===== config.mk =====
export PLATFORM = sky130hd
export DESIGN_NAME = hex_scroll_display
export DESIGN_NICKNAME = d
export VERILOG_FILES = /design/src/rtl/hex_scroll_display.sv
export SDC_FILE = /design/constraint.sdc
export NUM_CORES = 1
export LEC_CHECK = 0
export BUFFER_PORTS_ARGS = -buffer_cell sky130_fd_sc_hd__buf_4
export CAP_MARGIN = 5
export CELL_PAD_IN_SITES_DETAIL_PLACEMENT = 1
export CELL_PAD_IN_SITES_GLOBAL_PLACEMENT = 2
export CORE_MARGIN = 2
export CORE_UTILIZATION = 30
export CTS_BUF_LIST = sky130_fd_sc_hd__clkbuf_8
export DETAILED_ROUTE_END_ITERATION = 10
export GPL_ROUTABILITY_DRIVEN = 1
export MAX_ROUTING_LAYER = met4
export PLACE_DENSITY_LB_ADDON = 0.1
export SYNTH_ARGS = -nofsm -noshare
export SYNTH_HDL_FRONTEND = slang
export SYNTH_SLANG_ARGS = --single-unit

===== constraint.sdc =====
create_clock -name clk -period 2.45 [get_ports clk]
set_input_delay 0.3675 -clock clk [delete_from_list [all_inputs] [get_ports clk]]
set_output_delay 0.3675 -clock clk [all_outputs]
set_load 0.005 [all_outputs]

===== src/rtl/hex_scroll_display.sv =====
`default_nettype none
// ============================================================================
//  Module      : hex_scroll_display
//  Description : Watches the 4-bit digit stream of the hex Moore sequencer,
//                captures every change into a scrolling DIGITS-deep history,
//                drives a multiplexed seven-segment display from it, and
//                checks that the stream cycles C,0,E,3,1,2 in order.
//  Ports       : clk       - system clock, rising edge
//                reset     - synchronous, active-high reset
//                digit_in  - hex digit from the sequencer (no strobe)
//                seg       - registered segment drive {g,f,e,d,c,b,a}
//                an        - registered one-hot position enable
//                new_digit - one-cycle pulse per captured digit
//                seq_err   - one-cycle pulse on an out-of-order digit
//                seq_lock  - high once a full C,0,E,3,1,2 cycle is seen
//  Revision    : 1.0 - initial release
// ============================================================================
module hex_scroll_display #(
    parameter int DIGITS         = 4,
    parameter int SCAN_DIV       = 4,
    parameter bit SEG_ACTIVE_LOW = 1'b1
) (
    input  logic              clk,
    input  logic              reset,
    input  logic [3:0]        digit_in,
    output logic [6:0]        seg,
    output logic [DIGITS-1:0] an,
    output logic              new_digit,
    output logic              seq_err,
    output logic              seq_lock
);

    localparam int IDX_W = (DIGITS > 1) ? $clog2(DIGITS) : 1;
    localparam int CNT_W = (SCAN_DIV > 1) ? $clog2(SCAN_DIV) : 1;

    localparam logic [6:0]        c_seg_blank = SEG_ACTIVE_LOW ? 7'h7F : 7'h00;
    localparam logic [DIGITS-1:0] c_an_pos0   = DIGITS'(1);
    localparam logic [DIGITS-1:0] c_an_rst    = SEG_ACTIVE_LOW ? ~c_an_pos0 : c_an_pos0;

    typedef enum logic [0:0] {
        S_HUNT  = 1'b0,
        S_TRACK = 1'b1
    } state_t;

    // ------------------------------------------------------------------
    // Change detection and history
    // ------------------------------------------------------------------
    logic [3:0]        r_prev;
    logic              r_primed;
    logic [3:0]        r_slot [DIGITS];
    logic [DIGITS-1:0] r_valid;
    logic              w_capture;

    // The first edge after reset captures unconditionally so a value that
    // happens to equal the pre-reset input is still recorded.
    assign w_capture = !r_primed || (digit_in != r_prev);

    always_ff @(posedge clk) begin
        if (reset) begin
            r_prev   <= 4'h0;
            r_primed <= 1'b0;
            r_valid  <= '0;
            for (int i = 0; i < DIGITS; i++) begin
                r_slot[i] <= 4'h0;
            end
        end else begin
            r_prev   <= digit_in;
            r_primed <= 1'b1;
            if (w_capture) begin
                r_slot[0] <= digit_in;
                for (int i = 1; i < DIGITS; i++) begin
                    r_slot[i] <= r_slot[i-1];
                end
                r_valid <= {r_valid[DIGITS-2:0], 1'b1};
            end
        end
    end

    // ------------------------------------------------------------------
    // Display scan and segment decode
    // ------------------------------------------------------------------
    logic [CNT_W-1:0]  r_div_cnt;
    logic [IDX_W-1:0]  r_scan_idx;
    logic [6:0]        w_seg_raw;
    logic [DIGITS-1:0] w_an_raw;

    function automatic logic [6:0] hex_to_seg(input logic [3:0] d);
        case (d)
            4'h0: hex_to_seg = 7'h3F;
            4'h1: hex_to_seg = 7'h06;
            4'h2: hex_to_seg = 7'h5B;
            4'h3: hex_to_seg = 7'h4F;
            4'h4: hex_to_seg = 7'h66;
            4'h5: hex_to_seg = 7'h6D;
            4'h6: hex_to_seg = 7'h7D;
            4'h7: hex_to_seg = 7'h07;
            4'h8: hex_to_seg = 7'h7F;
            4'h9: hex_to_seg = 7'h6F;
            4'hA: hex_to_seg = 7'h77;
            4'hB: hex_to_seg = 7'h7C;
            4'hC: hex_to_seg = 7'h39;
            4'hD: hex_to_seg = 7'h5E;
            4'hE: hex_to_seg = 7'h79;
            default: hex_to_seg = 7'h71;
        endcase
    endfunction

    always_comb begin
        w_seg_raw = 7'h00;
        if (r_valid[r_scan_idx]) begin
            w_seg_raw = hex_to_seg(r_slot[r_scan_idx]);
        end
        w_an_raw = c_an_pos0 << r_scan_idx;
    end

    always_ff @(posedge clk) begin
        if (reset) begin
            r_div_cnt  <= '0;
            r_scan_idx <= '0;
            seg        <= c_seg_blank;
            an         <= c_an_rst;
        end else begin
            if (r_div_cnt == CNT_W'(SCAN_DIV - 1)) begin
                r_div_cnt  <= '0;
                r_scan_idx <= (r_scan_idx == IDX_W'(DIGITS - 1)) ? '0 : r_scan_idx + 1'b1;
            end else begin
                r_div_cnt <= r_div_cnt + 1'b1;
            end
            seg <= SEG_ACTIVE_LOW ? ~w_seg_raw : w_seg_raw;
            an  <= SEG_ACTIVE_LOW ? ~w_an_raw  : w_an_raw;
        end
    end

    // ------------------------------------------------------------------
    // Sequence checker: expects C,0,E,3,1,2 repeating
    // ------------------------------------------------------------------
    state_t     r_state, w_state_next;
    logic [2:0] r_exp, w_exp_next;
    logic       w_err_next, w_lock_next;

    function automatic logic [3:0] seq_digit(input logic [2:0] i);
        case (i)
            3'd0:    seq_digit = 4'hC;
            3'd1:    seq_digit = 4'h0;
            3'd2:    seq_digit = 4'hE;
            3'd3:    seq_digit = 4'h3;
            3'd4:    seq_digit = 4'h1;
            default: seq_digit = 4'h2;
        endcase
    endfunction

    always_ff @(posedge clk) begin
        if (reset) begin
            r_state   <= S_HUNT;
            r_exp     <= 3'd0;
            new_digit <= 1'b0;
            seq_err   <= 1'b0;
            seq_lock  <= 1'b0;
        end else begin
            r_state   <= w_state_next;
            r_exp     <= w_exp_next;
            new_digit <= w_capture;
            seq_err   <= w_err_next;
            seq_lock  <= w_lock_next;
        end
    end

    always_comb begin
        w_state_next = r_state;
        w_exp_next   = r_exp;
        w_err_next   = 1'b0;
        w_lock_next  = seq_lock;
        if (w_capture) begin
            case (r_state)
                S_HUNT: begin
                    if (digit_in == 4'hC) begin
                        w_state_next = S_TRACK;
                        w_exp_next   = 3'd1;
                    end
                end
                default: begin
                    if (digit_in == seq_digit(r_exp)) begin
                        w_exp_next = (r_exp == 3'd5) ? 3'd0 : r_exp + 3'd1;
                        if (r_exp == 3'd5) begin
                            w_lock_next = 1'b1;
                        end
                    end else begin
                        w_err_next  = 1'b1;
                        w_lock_next = 1'b0;
                        // A stray C is itself a valid restart point.
                        if (digit_in == 4'hC) begin
                            w_state_next = S_TRACK;
                            w_exp_next   = 3'd1;
                        end else begin
                            w_state_next = S_HUNT;
                            w_exp_next   = 3'd0;
                        end
                    end
                end
            endcase
        end
    end

endmodule
`default_nettype wire


---- After elaboration in Yosys (flattened, before gate mapping) ----
Memory sizes are Yosys's and may differ from the RTL's. A register that Yosys moved wholly into a read port is not among the register bits.
Index checks and enable logic that the tools add are counted.
storage, ports and cells
  flip-flop bits (word level) ............. 31
  memory bits (writable) .................. 16
  bits in read-only memories .............. 112
  output and inout port bits .............. 14
  memories kept ........................... 2
operators by class
  add/subtract/negate cells ............... 3
  order comparisons ....................... 1
  equal/unequal tests ..................... 11
  shift-type cells ........................ 1
  multiplexer cells ....................... 30
  bitwise logic cells ..................... 8
  reduce and logical (&&, ||, !) cells .... 8
memory list
  name             depth  width  read ports  clocked after memory_dff  write ports  RTL line  source
  (no name shown)  16     7      1           0                         0            88        case (d)
  r_slot           4      4      4           1                         4            50        logic [3:0] r_slot [DIGITS];
operators by type and width
  operator                                                    count
  2-to-1 mux 4 bit                                            6
  case mux 4 bit (5 select lines)                             1
  2-to-1 mux 1 bit                                            14
  2-to-1 mux 3 bit                                            4
  2-to-1 mux 7 bit                                            1
  NOT 7 bit                                                   1
  == test 3 x 2 -> 1 bit, second input constant               2
  == test 3 bit, second input constant                        2
  2-to-1 mux 2 bit                                            3
  adder 2 x 1 -> 2 bit, second input constant                 2
  == test 2 bit, second input constant                        2
  == test 4 bit                                               1
  == test 4 bit, second input constant                        1
  != test 4 bit                                               1
  NOT 4 bit                                                   1
  OR 1 bit                                                    4
  left shift 1 x 2 -> 4 bit, first input constant             1
  adder 3 x 1 -> 3 bit, second input constant                 1
  == test 3 x 1 -> 1 bit, second input constant               1
  zero test 3 bit                                             1
  less-than comparator 2 x 3 -> 1 bit, second input constant  1
  AND reduction 3 bit                                         1
  OR reduction 3 bit                                          1
  binary-select mux 1 bit (select 2 bit)                      1
  other kinds (7)                                             8

---- Longest topological paths before layout ----
Gate-level depths: netlist (run 1).
  depth after elaboration ................. 7
  gate-level depth with buffers ........... 7

---- Least setup slack after synthesis (run 1) ----
Ideal clock, no wire load.
  kind .................................... input-to-reg
  start ................................... input digit_in[1]
  end ..................................... register r_exp[2]
  arrival time ............................ 1.786 ns
  data required time ...................... 2.371 ns
  setup slack ............................. 0.584 ns
  cell stages on the path ................. 6
  buffers on the path ..................... 1
  cells stage by stage .................... buf_6 -> or4b_4 -> a311oi_4 -> o31ai_2 -> a211o_1 -> a211oi_2
on the way
  longest elaborated chain between the ends .. 3
  elaborated cells on any way between the ends .. 8
  those cells by class .................... 3 x eq/ne; 2 x mux; 3 x reduce/logical
ends and longest elaborated chain
  element                                                         RTL line  source
  start: declaration                                              25        input logic [3:0] digit_in,
  == test 4 bit (tied with other cells)                           182       if (digit_in == seq_digit(r_exp)) begin
  2-to-1 mux 3 bit (tied with other cells)                        182
  2-to-1 mux 3 bit / AND reduction 2 bit (equally long branches)  n/a
  end signal: assignment                                          161       r_exp <= w_exp_next;
  end: declaration                                                138       logic [2:0] r_exp, w_exp_next;
Parallel ways exist; a longest one is shown, timed or not.
A chain may end at the register's enable or synchronous reset.

---- Final worst setup path (run 1) ----
  start ................................... register r_exp[2]
  end ..................................... register r_exp[2]
on the way
  longest elaborated chain between the ends .. 7
  elaborated cells on any way between the ends .. 14
  those cells by class .................... 1 x add/sub; 6 x eq/ne; 6 x mux; 1 x reduce/logical
ends and longest elaborated chain
  element                                RTL line  source
  == test 3 bit (tied with other cells)  142       case (i)
  case mux 4 bit (5 select lines)        142
  2-to-1 mux 4 bit                       174       case (r_state)
  2-to-1 mux 4 bit                       173       if (w_capture) begin
  == test 4 bit                          182
  2-to-1 mux 3 bit (*)                   182
  2-to-1 mux 3 bit (*)                   174
Mark *: on every way between the ends. The rest lies on a longest branch, timed or not. The select of a mux whose other input is x is not followed.

==> reports/metrics.yaml, run 1 <==
clocking:
  clk_pin_slew_ns: 0.09
  hold_buffers: 0
  post_cts_resized: 0
  cts_tree: "built"
  htree_levels: 2
  cts_buffers: 5
  post_cts_buffers: 0
  cts_buffer_depth: 2
  cts.sinks: 49
  worstSkewPairLatency_ns: 0.30
  root_buffer: "clkbuf_8"
place:
  dp.cells: 316
  gp_congestion: 0.818
  port_buffers: 19
  dp_hpwl_um: 3490
  dpl_cell_area_um2: 2470
power_and_ir_drop:
  p_total_mw: 1.56
  leakage_nw: 1.03
  powerDensity_nw_per_um2: 609
  vdd_drop_max_v: 0.000205
sta:
  fmax_mhz: 514
  relSlewSlack: 0.619
  setup_viol: 0
  period_share: 0.795
  tightest_slew_ns: 0.570
  rsz0062_at_grt: "no"
  clock-skew-final_ns: 0.0109
  fin_crit_ns: 1.95
  setup_tns_ns: 0
  slew_violations: 0
  hold_viol_final: 0
synthesis:
  synth_xor_area_frac: 0.0234
  synth.top_cell.area_share: 0.294
  synth_cell_type_count: 44
  synthArstFlopShare: 0
  synth_top_family_by_area: "simple AND/OR/NAND/NOR gates"
  synthFlopType: "dfxtp_1"
  ys_seq_elements: 49
  syn_avg_cell_area_um2: 10.8
  synthAdderAreaFrac: 0.0556
  yosys_warnings: 0
  synthesis.nets: 225
  synth_cells: 209
  synth.area.top_cells: "dfxtp_1 29%, edfxtp_1 21%, and3_1 5.6%"
  synthMuxAreaShare: 0.0590
  synth_area_leader_cell: "dfxtp_1"
  synth_compound_gate_area_share: 0.122
  yosysSeqAreaShare: 0.507
  synth_edf_count: 16
  synthesis.area_um2: 2250
  synth-simple-area-share: 0.185
floorplan:
  dieArea_um2: 8210
  io_pins: 20
  die_w_um: 90.6
  die_h_um: 90.6
  core_um2: 7250
  std_cell_rows: 31
  start_util: 0.310
finish:
  drive_above_1_share: 0.178
  syn_to_final_growth_pct: 13.7
  layout.cells.non_filler: 324
  fin_area_um2: 2560
  regArea_um2: 1140
  multi_input_area_um2: 1000
  nNetsFinal: 240
  final_cell_mix: "33 x dfxtp_1, 23 x buf_4, 20 x and3_1"
  diodes: 0
  final_core_util: 0.353
  mostFrequentLayoutCell: "dfxtp_1"
  fillers: 827
grt:
  grt_max_degree: 24
  grt_pass1_wl_um: 8420
  antenna_found_initial: 0
  grt_util_all_layers: 0.133
  grt_pass1_vias: 1641
  grt-ovfl-total: 0
worst_hold_path:
  hp-start: "digit_in[3]"
  min_path_type: "in -> reg"
drt:
  avgViaCountPerCell: 4.91
  drt_iter0_markers: 66
  drc: 0
  post_drt_wl_per_cell_um: 15.3
  ant_nets: 0
  vias: 1590
  drt_first_pass_iters: 4
  drt_wl_total_um: 4950
setup_path:
  cp.required_ns: 2.68
  cp_slowest_cell: "or4b_4"
  crit_start: "r_exp[2]"
  endpoint_kind: "flop"
  worst-r2r-setup-slack_ns: 0.50
  cpPeakStageDelay_ns: 0.52
  reg2reg_from: "r_exp[2]"
  critPathLaunchType: "flop"
  critPathMaxFanout: 10
  crit_chain: "or4b_4 -> a311oi_4 -> o31ai_2 -> a211o_1 -> a211oi_2"
  worst_ep_arrival_time_ns: 2.17
  critPathKind: "reg -> reg"
run_status:
  outcome: "finished clean"
job:
  maxCapViolations: 0
[critical path: cells and delay by family (launching register included)]
| kind | cells | cell delay [ns] |
|---|---|---|
| AO/OA/AOI/OAI | 4 | 0.85 |
| AND/OR/NAND/NOR | 1 | 0.52 |
| flip-flops | 1 | 0.50 |
[final timing paths]
check                                    end  depth (start not counted)
worst max register to register      r_exp[2]                          5
worst min register to register  r_div_cnt[0]                          1
worst max-delay path                r_exp[2]                          5
worst min-delay path               r_prev[3]                          2
[synthesized netlist by cell type, drive strengths merged, types with 2 or more instances]
master  count
dfxtp      33
o31ai       2
o21ai       3
a21oi      10
o211ai      4
mux2i       2
nand2      17
a31oi       3
xnor2       2
and3       20
inv         9
nor2       14
o221ai      4
edfxtp     16
ha         10
clkbuf      9
nor3        6
buf         6
a311oi      3
nand3       4
nor2b       7
mux4        5
xor2        4
[power breakdown]
part	internal, mW	switching (mW)	leakage (nW)
Sequential	0.881	0.0234	0.462
Combinational	0.0800	0.0998	0.517
Clock	0.200	0.274	0.0497
Total	1.16	0.397	1.03
[layer usage]
metal / up-vias / GRT usage / routed length (um)
li1: 778 / - / -
met1: 788 / 0.169 / 2380
met2: 20 / 0.208 / 2400
met3: 4 / 0.0309 / 110
met4: 0 / 0.0462 / 48
met5: - / - / 0
[state kept, by name, indices dropped and copies added (netlist names), named ones only]
name / count
r_slot: 16
seg: 7
an: 4
r_prev: 4
r_valid: 4
r_exp: 3
r_div_cnt: 2
r_scan_idx: 2
new_digit: 1
r_primed: 1
r_state: 1
seq_err: 1
seq_lock: 1
[final cells by class]
cell class | count | share of cell area
Tap cell | 99 | 0.0484
Clock buffer | 5 | 0.0269
Timing Repair Buffer | 23 | 0.0675
Sequential cell | 49 | 0.446
Clock inverter | 3 | 0.00685
Inverter | 9 | 0.0132
Multi-Input combinational cell | 136 | 0.391
[kinds of logic (layout without fill, tap and decap cells)]
kind of cell | Yosys count | count (layout)
buffers and inverters | 24 | 40
multiplexers | 7 | 7
XOR/XNOR | 6 | 6
adder cells (fa/ha/maj) | 10 | 10
flip-flops | 49 | 49
AND/OR/NAND/NOR | 77 | 77
AO/OA/AOI/OAI | 36 | 36
[per-stage QoR]
| step | setup slack (ns) | hold slack [ns] |
|---|---|---|
| after global routing | 0.364 | 0.353 |
| after CTS | 0.489 | 0.353 |
| after floorplan | 0.584 | 0.404 |
| after detailed placement | 0.419 | 0.440 |
| after global placement | 0.468 | 0.419 |
| final | 0.503 | 0.358 |
No activity file was read; power rests on OpenSTA's default activity.
==> inputs of run 2 (changes only) <==
==> constraint.sdc (replaced) <==
create_clock -name clk -period 1.6 [get_ports clk]
set_input_delay 0.24 -clock clk [delete_from_list [all_inputs] [get_ports clk]]
set_output_delay 0.24 -clock clk [all_outputs]
set_load 0.005 [all_outputs]
==> run 2 against run 1 <==
The flow now finishes with violations (setup timing). Clock-buffer cell count is the same. Flip-flop and latch count did not move. Routed wire length up 9.0%. Largest cell class unchanged. Largest power group unchanged.
==> reports/metrics.yaml, run 2 (synthesis gave the netlist of run 1 again) <==
sta:
  fin_crit_ns: 1.80  # -0.144 ns
  layout_setup_ws_ns: -0.203  # -0.706 ns
  slew_violations: 0  # unchanged
  rsz0062_at_grt: "yes"
  period_share: 1.13  # +0.332
  tightest_slew_ns: 0.352  # -0.218 ns
  relSlewSlack: 0.765  # +0.146
  hold_viol_final: 0  # unchanged
  whs_ns: 0.177  # -0.182 ns
  clock-skew-final_ns: 0.00950  # -0.00140 ns
  fmax_mhz: 555  # +8.0%
  setup_viol: 12  # +12
drt:
  drc: 0  # unchanged
  post_drt_wl_per_cell_um: 15.1  # -1.1%
  vias: 1728  # +8.7%
  ant_nets: 0  # unchanged
  drt_first_pass_iters: 4  # unchanged
  drt_iter0_markers: 57  # -14%
  drt_wl_total_um: 5390  # +9.0%
  avgViaCountPerCell: 4.84  # -1.4%
power_and_ir_drop:
  vdd_drop_max_v: 0.000351  # +71%
  power_frac_clock: 0.289  # -0.015
  leakage_nw: 1.23  # +19%
  pwr-share-seq: 0.547  # -0.034
  p_total_mw: 2.53  # +62%
  combPwrFrac: 0.164  # +0.049
  powerDensity_nw_per_um2: 844  # +39%
  p_sw_frac: 0.262  # +0.00772
  p_switching_mw: 0.663  # +67%
  intPower_mw: 1.86  # +60%
finish:
  drive_above_1_share: 0.388  # +0.210
  fin_area_um2: 2990  # +17%
  regMostFlops: "r_slot"
  final_cell_mix: "50 x buf_4, 30 x dfxtp_1, 20 x and3_1"
  mostFrequentLayoutCell: "buf_4"
  top_regs: "r_slot: 16 flops, seg: 7 flops"
  regArea_um2: 1150  # +0.55%
  multi_input_area_um2: 1140  # +14%
  final_core_util: 0.413  # +0.0600
  largest_register_ffs: 16  # unchanged
  diodes: 0  # unchanged
  fillers: 820  # -0.85%
  nNetsFinal: 273  # +14%
  layout.cells.non_filler: 357  # +10%
  syn_to_final_growth_pct: 33.0
clocking:
  clk_pin_slew_ns: 0.09  # about the same
  cts.sinks: 49  # unchanged
  htree_levels: 2  # unchanged
  hold_buffers: 0  # unchanged
  root_buffer: "clkbuf_8"
  worstSkewPairLatency_ns: 0.30  # about the same
  cts_buffers: 5  # unchanged
  cts_tree: "built"
  cts_buffer_depth: 2  # unchanged
worst_hold_path:
  min_path_type: "in -> reg"
  hp-start: "reset"
setup_path:
  path_delay_family: "compound AO/OA/AOI/OAI gates"
  critPathLaunchType: "flop"
  worst_ep_arrival_time_ns: 2.02  # -0.15 ns
  cp_slowest_cell: "or4b_4"
  crit_start: "r_exp[1]"
  critPathKind: "reg -> reg"
  critPathMaxFanout: 4  # -6
  cpPeakStageDelay_ns: 0.54  # +0.02 ns
  crit_buf_inv: 0  # unchanged
  reg2reg_from: "r_exp[1]"
  endpoint_kind: "flop"
  cp.required_ns: 1.82  # -0.86 ns
  crit_chain: "or4b_4 -> a311oi_4 -> o31ai_2 -> a211o_1 -> a211oi_2"
floorplan:
  die_w_um: 90.6  # unchanged
  dieArea_um2: 8210  # unchanged
  die_h_um: 90.6  # unchanged
  start_util: 0.310  # unchanged
  core_um2: 7250  # unchanged
  std_cell_rows: 31  # unchanged
  io_pins: 20  # unchanged
grt:
  grt-ovfl-total: 0  # unchanged
  grt_max_degree: 18  # -25%
  grt_pass1_vias: 1839  # +12%
  grt_pass1_wl_um: 8990  # +6.8%
  antenna_found_initial: 0  # unchanged
  grt_util_all_layers: 0.142  # +0.00849
place:
  dpl_cell_area_um2: 2770  # +12%
  dp.cells: 345  # +9.2%
  gp_congestion: 0.788  # -3.7%
  port_buffers: 19  # unchanged
  dp_hpwl_um: 3900  # +12%
run_status:
  violations: "setup timing"
  outcome: "complete, but fails checks"
job:
  maxCapViolations: 0  # unchanged
-- run 2: changes by cell type in the layout (fill, tap and decap cells not counted), moves of 3 or more --
cell     before  now
buf_6         0    4
ha_1         10    6
buf_4        23   50
dfxtp_1      33   30
ha_4          0    4
inv_1        10    7
a21oi_2       0    4
a21oi_1      10    6
-- run 2: final timing paths --
path / slack [ns] / depth (start not counted) / to
worst max-delay path: -0.20 / 5 / r_exp[2]
worst min register to register: 0.43 / 1 / r_div_cnt[0]
worst min-delay path: 0.18 / 2 / an[0]
worst max register to register: -0.20 / 5 / r_exp[2]
-- run 2: area by class of cell --
type / count / area share
sequential: 49 / 0.383
inverter: 9 / 0.0130
tap: 99 / 0.0414
clock inverter: 3 / 0.00585
timing repair buffer: 56 / 0.152
clock buffer: 5 / 0.0230
multi-input combinational: 136 / 0.381
-- run 2: repair_timing --
action                                  4_1_cts  5_1_grt
cloned                                        0        1
buffers inserted                              2        1
endpoints found under the setup margin       13       45
pin swaps                                     9        9
resized for setup                             9       20
-- run 2: power by group through the flow --
stage          combinational, mW  sequential (mW)  clock [mW]
4_1_cts                    0.385             1.38       0.783
5_1_grt                    0.456             1.39       0.832
6_report                   0.414             1.38       0.731
2_1_floorplan              0.216             1.40           0
3_5_place_dp               0.364             1.41           0
3_3_place_gp               0.354             1.41           0
-- run 2: through the flow --
| step | TNS, ns | worst slack (ns) |
|---|---|---|
| detailed placement | -2.11 | -0.221 |
| CTS | -1.39 | -0.203 |
| finish | -1.26 | -0.203 |
| floorplan | -0.258 | -0.125 |
| global placement | -1.14 | -0.180 |
| global route | -2.18 | -0.282 |
-- run 2: metal layers --
metal | global-route usage | share of wire | vias up | wire, um
li1 | - | - | 843 | -
met1 | 0.162 | 0.44 | 861 | 2350
met2 | 0.244 | 0.53 | 17 | 2830
met3 | 0.0292 | 0.021 | 7 | 115
met4 | 0.0513 | 0.016 | 0 | 88
met5 | - | 0 | - | 0
==> inputs of run 3 (changes only) <==
--- a/config.mk
+++ b/config.mk
@@ -15,7 +15,7 @@
 export DETAILED_ROUTE_END_ITERATION = 10
 export GPL_ROUTABILITY_DRIVEN = 1
 export MAX_ROUTING_LAYER = met4
-export PLACE_DENSITY_LB_ADDON = 0.1
+export PLACE_DENSITY = 0.76
 export SYNTH_ARGS = -nofsm -noshare
 export SYNTH_HDL_FRONTEND = slang
 export SYNTH_SLANG_ARGS = --single-unit
==> run 3 against run 2 <==
Sequential share of layout area shrank 0.86 points. The flow still finishes with violations (setup timing). Highest routed layer unchanged. Critical path type unchanged. Register-to-register slack is essentially flat. Total power grew 8.2%. Cell count grew 1.4%. Fmax grew 0.15%. Hold slack gained 0.024 ns. Clock power grew 26%.
==> reports/metrics.yaml, run 3 (synthesis gave the netlist of run 1 again) <==
finish:
  top_regs: "r_slot: 16 flops, seg: 7 flops"
  nNetsFinal: 278  # +1.8%
  regArea_um2: 1150  # unchanged
  largest_register_ffs: 16  # unchanged
  final_cell_mix: "55 x buf_4, 30 x dfxtp_1, 20 x and3_1"
  fillers: 809  # -1.3%
  multi_input_area_um2: 1150  # +0.66%
  regMostFlops: "r_slot"
  mostFrequentLayoutCell: "buf_4"
  syn_to_final_growth_pct: 36.1
  diodes: 0  # unchanged
  drive_above_1_share: 0.403  # +0.0154
clocking:
  cts_buffer_depth: 2  # unchanged
  cts_tree: "built"
  clk_pin_slew_ns: 0.09  # about the same
  root_buffer: "clkbuf_8"
  worstSkewPairLatency_ns: 0.31  # about the same
  cts_buffers: 5  # unchanged
  htree_levels: 2  # unchanged
  hold_buffers: 0  # unchanged
  cts.sinks: 49  # unchanged
floorplan:
  core_um2: 7250  # unchanged
  std_cell_rows: 31  # unchanged
  dieArea_um2: 8210  # unchanged
  start_util: 0.310  # unchanged
  io_pins: 20  # unchanged
  die_h_um: 90.6  # unchanged
  die_w_um: 90.6  # unchanged
drt:
  drt_wl_total_um: 5370  # -0.35%
  top_layer: "met4"
  ant_nets: 0  # unchanged
  drt_first_pass_iters: 4  # unchanged
  post_drt_wl_per_cell_um: 14.8  # -1.7%
  wl_met1_um: 2530  # +7.7%
  wl_met2_um: 2660  # -6.2%
  avgViaCountPerCell: 4.82  # -0.41%
  dr_wl_met3_um: 114  # -0.87%
  drc: 0  # unchanged
  drt_iter0_markers: 48  # -16%
  vias: 1745  # +0.98%
setup_path:
  worst-r2r-setup-slack_ns: -0.20  # about the same
  critPathMaxFanout: 4  # unchanged
  reg2reg_from: "r_exp[1]"
  rr_endpoint: "r_exp[2]"
  endpoint_kind: "flop"
  ff2ff_path_depth: 5  # unchanged
  critPathKind: "reg -> reg"
  critPathLaunchType: "flop"
  cp.required_ns: 1.83  # about the same
  worst_ep_arrival_time_ns: 2.03  # about the same
sta:
  fmax_mhz: 555  # +0.15%
  period_share: 1.13  # -0.00169
  clock-skew-final_ns: 0.0146  # +0.00514 ns
  rsz0062_at_grt: "yes"
  slew_violations: 0  # unchanged
  tightest_slew_ns: 0.401  # +0.0490 ns
  whs_ns: 0.201  # +0.0242 ns
  layout_setup_ws_ns: -0.201  # +0.00270 ns
  hold_viol_final: 0  # unchanged
  fin_crit_ns: 1.80  # -0.00270 ns
  setup_viol: 13  # +1
  relSlewSlack: 0.732  # -0.0326
grt:
  grt_util_all_layers: 0.142  # +0.000156
  grt_pass1_vias: 1890  # +2.8%
  antenna_found_initial: 0  # unchanged
  grt_max_degree: 25  # +7
  grt_pass1_wl_um: 9160  # +1.9%
  grt-ovfl-total: 0  # unchanged
job:
  maxCapViolations: 0  # unchanged
power_and_ir_drop:
  powerDensity_nw_per_um2: 892  # +5.8%
  leakage_nw: 1.25  # +2.2%
  p_total_mw: 2.73  # +8.2%
  vdd_drop_max_v: 0.000343  # -2.4%
worst_hold_path:
  min_to: "r_prev[2]"
  min_path_type: "in -> reg"
  hold_depth: 2  # unchanged
  hp-start: "digit_in[2]"
place:
  pre_cts_ws_ns: -0.186  # +0.0354 ns
  gp_congestion: 0.773  # -1.8%
  dp_hpwl_um: 3690  # -5.5%
  port_buffers: 19  # unchanged
run_status:
  outcome: "complete, but fails checks"
  violations: "setup timing"
==> run 3: area by class of cell <==
class                           count  share of cell area
Inverter                            9              0.0127
Tap cell                           99              0.0405
Timing Repair Buffer               61               0.160
Multi-Input combinational cell    136               0.375
Sequential cell                    49               0.375
Clock buffer                        5              0.0225
Clock inverter                      3              0.0147
==> run 3: repair_timing <==
action	CTS	global route
gates resized for setup	15	11
endpoints found under the setup margin	13	21
setup buffers	8	3
pin swaps	11	9
==> run 3: where the power goes <==
group | total [mW] | switching [mW] | internal, mW
Sequential | 1.38 | 0.0355 | 1.35
Combinational | 0.426 | 0.207 | 0.219
Clock | 0.921 | 0.451 | 0.470
Total | 2.73 | 0.693 | 2.04
==> run 3: how the worst max path moves through the flow <==
stage / startpoint / to / slack, ns / cells after the start
after detailed placement: flop / seg[1] / -0.19 / 5
after CTS: flop / seg[1] / -0.17 / 5
after global placement: digit_in[1] / r_exp[2] / -0.19 / 6
after global routing: r_exp[1] / r_exp[2] / -0.30 / 5
final: r_exp[1] / r_exp[2] / -0.20 / 5
after floorplan: r_exp[2] / r_exp[2] / -0.12 / 6
==> run 3: per-layer routing <==
metal / vias up / global-route usage
met5: - / -
met4: 0 / 0.0436
met3: 7 / 0.0301
met2: 16 / 0.236
met1: 863 / 0.172
li1: 859 / -
==> run 3: through the flow <==
step	setup TNS [ns]	instances	area, um^2	util
floorplan	-0.258	209	2340	-
global placement	-1.17	343	2760	0.380
detailed placement	-1.64	343	2760	0.380
CTS	-1.25	359	2980	0.411
global route	-2.60	362	3060	0.422
finish	-1.65	362	3060	0.422
==> run 3: critical path, cell delays in order (launching register included) <==
cell and delay, ns:
dfxtp_2 0.33, or4b_4 0.54, a311oi_4 0.29, o31ai_4 0.10
a211o_1 0.26, a211oi_2 0.20
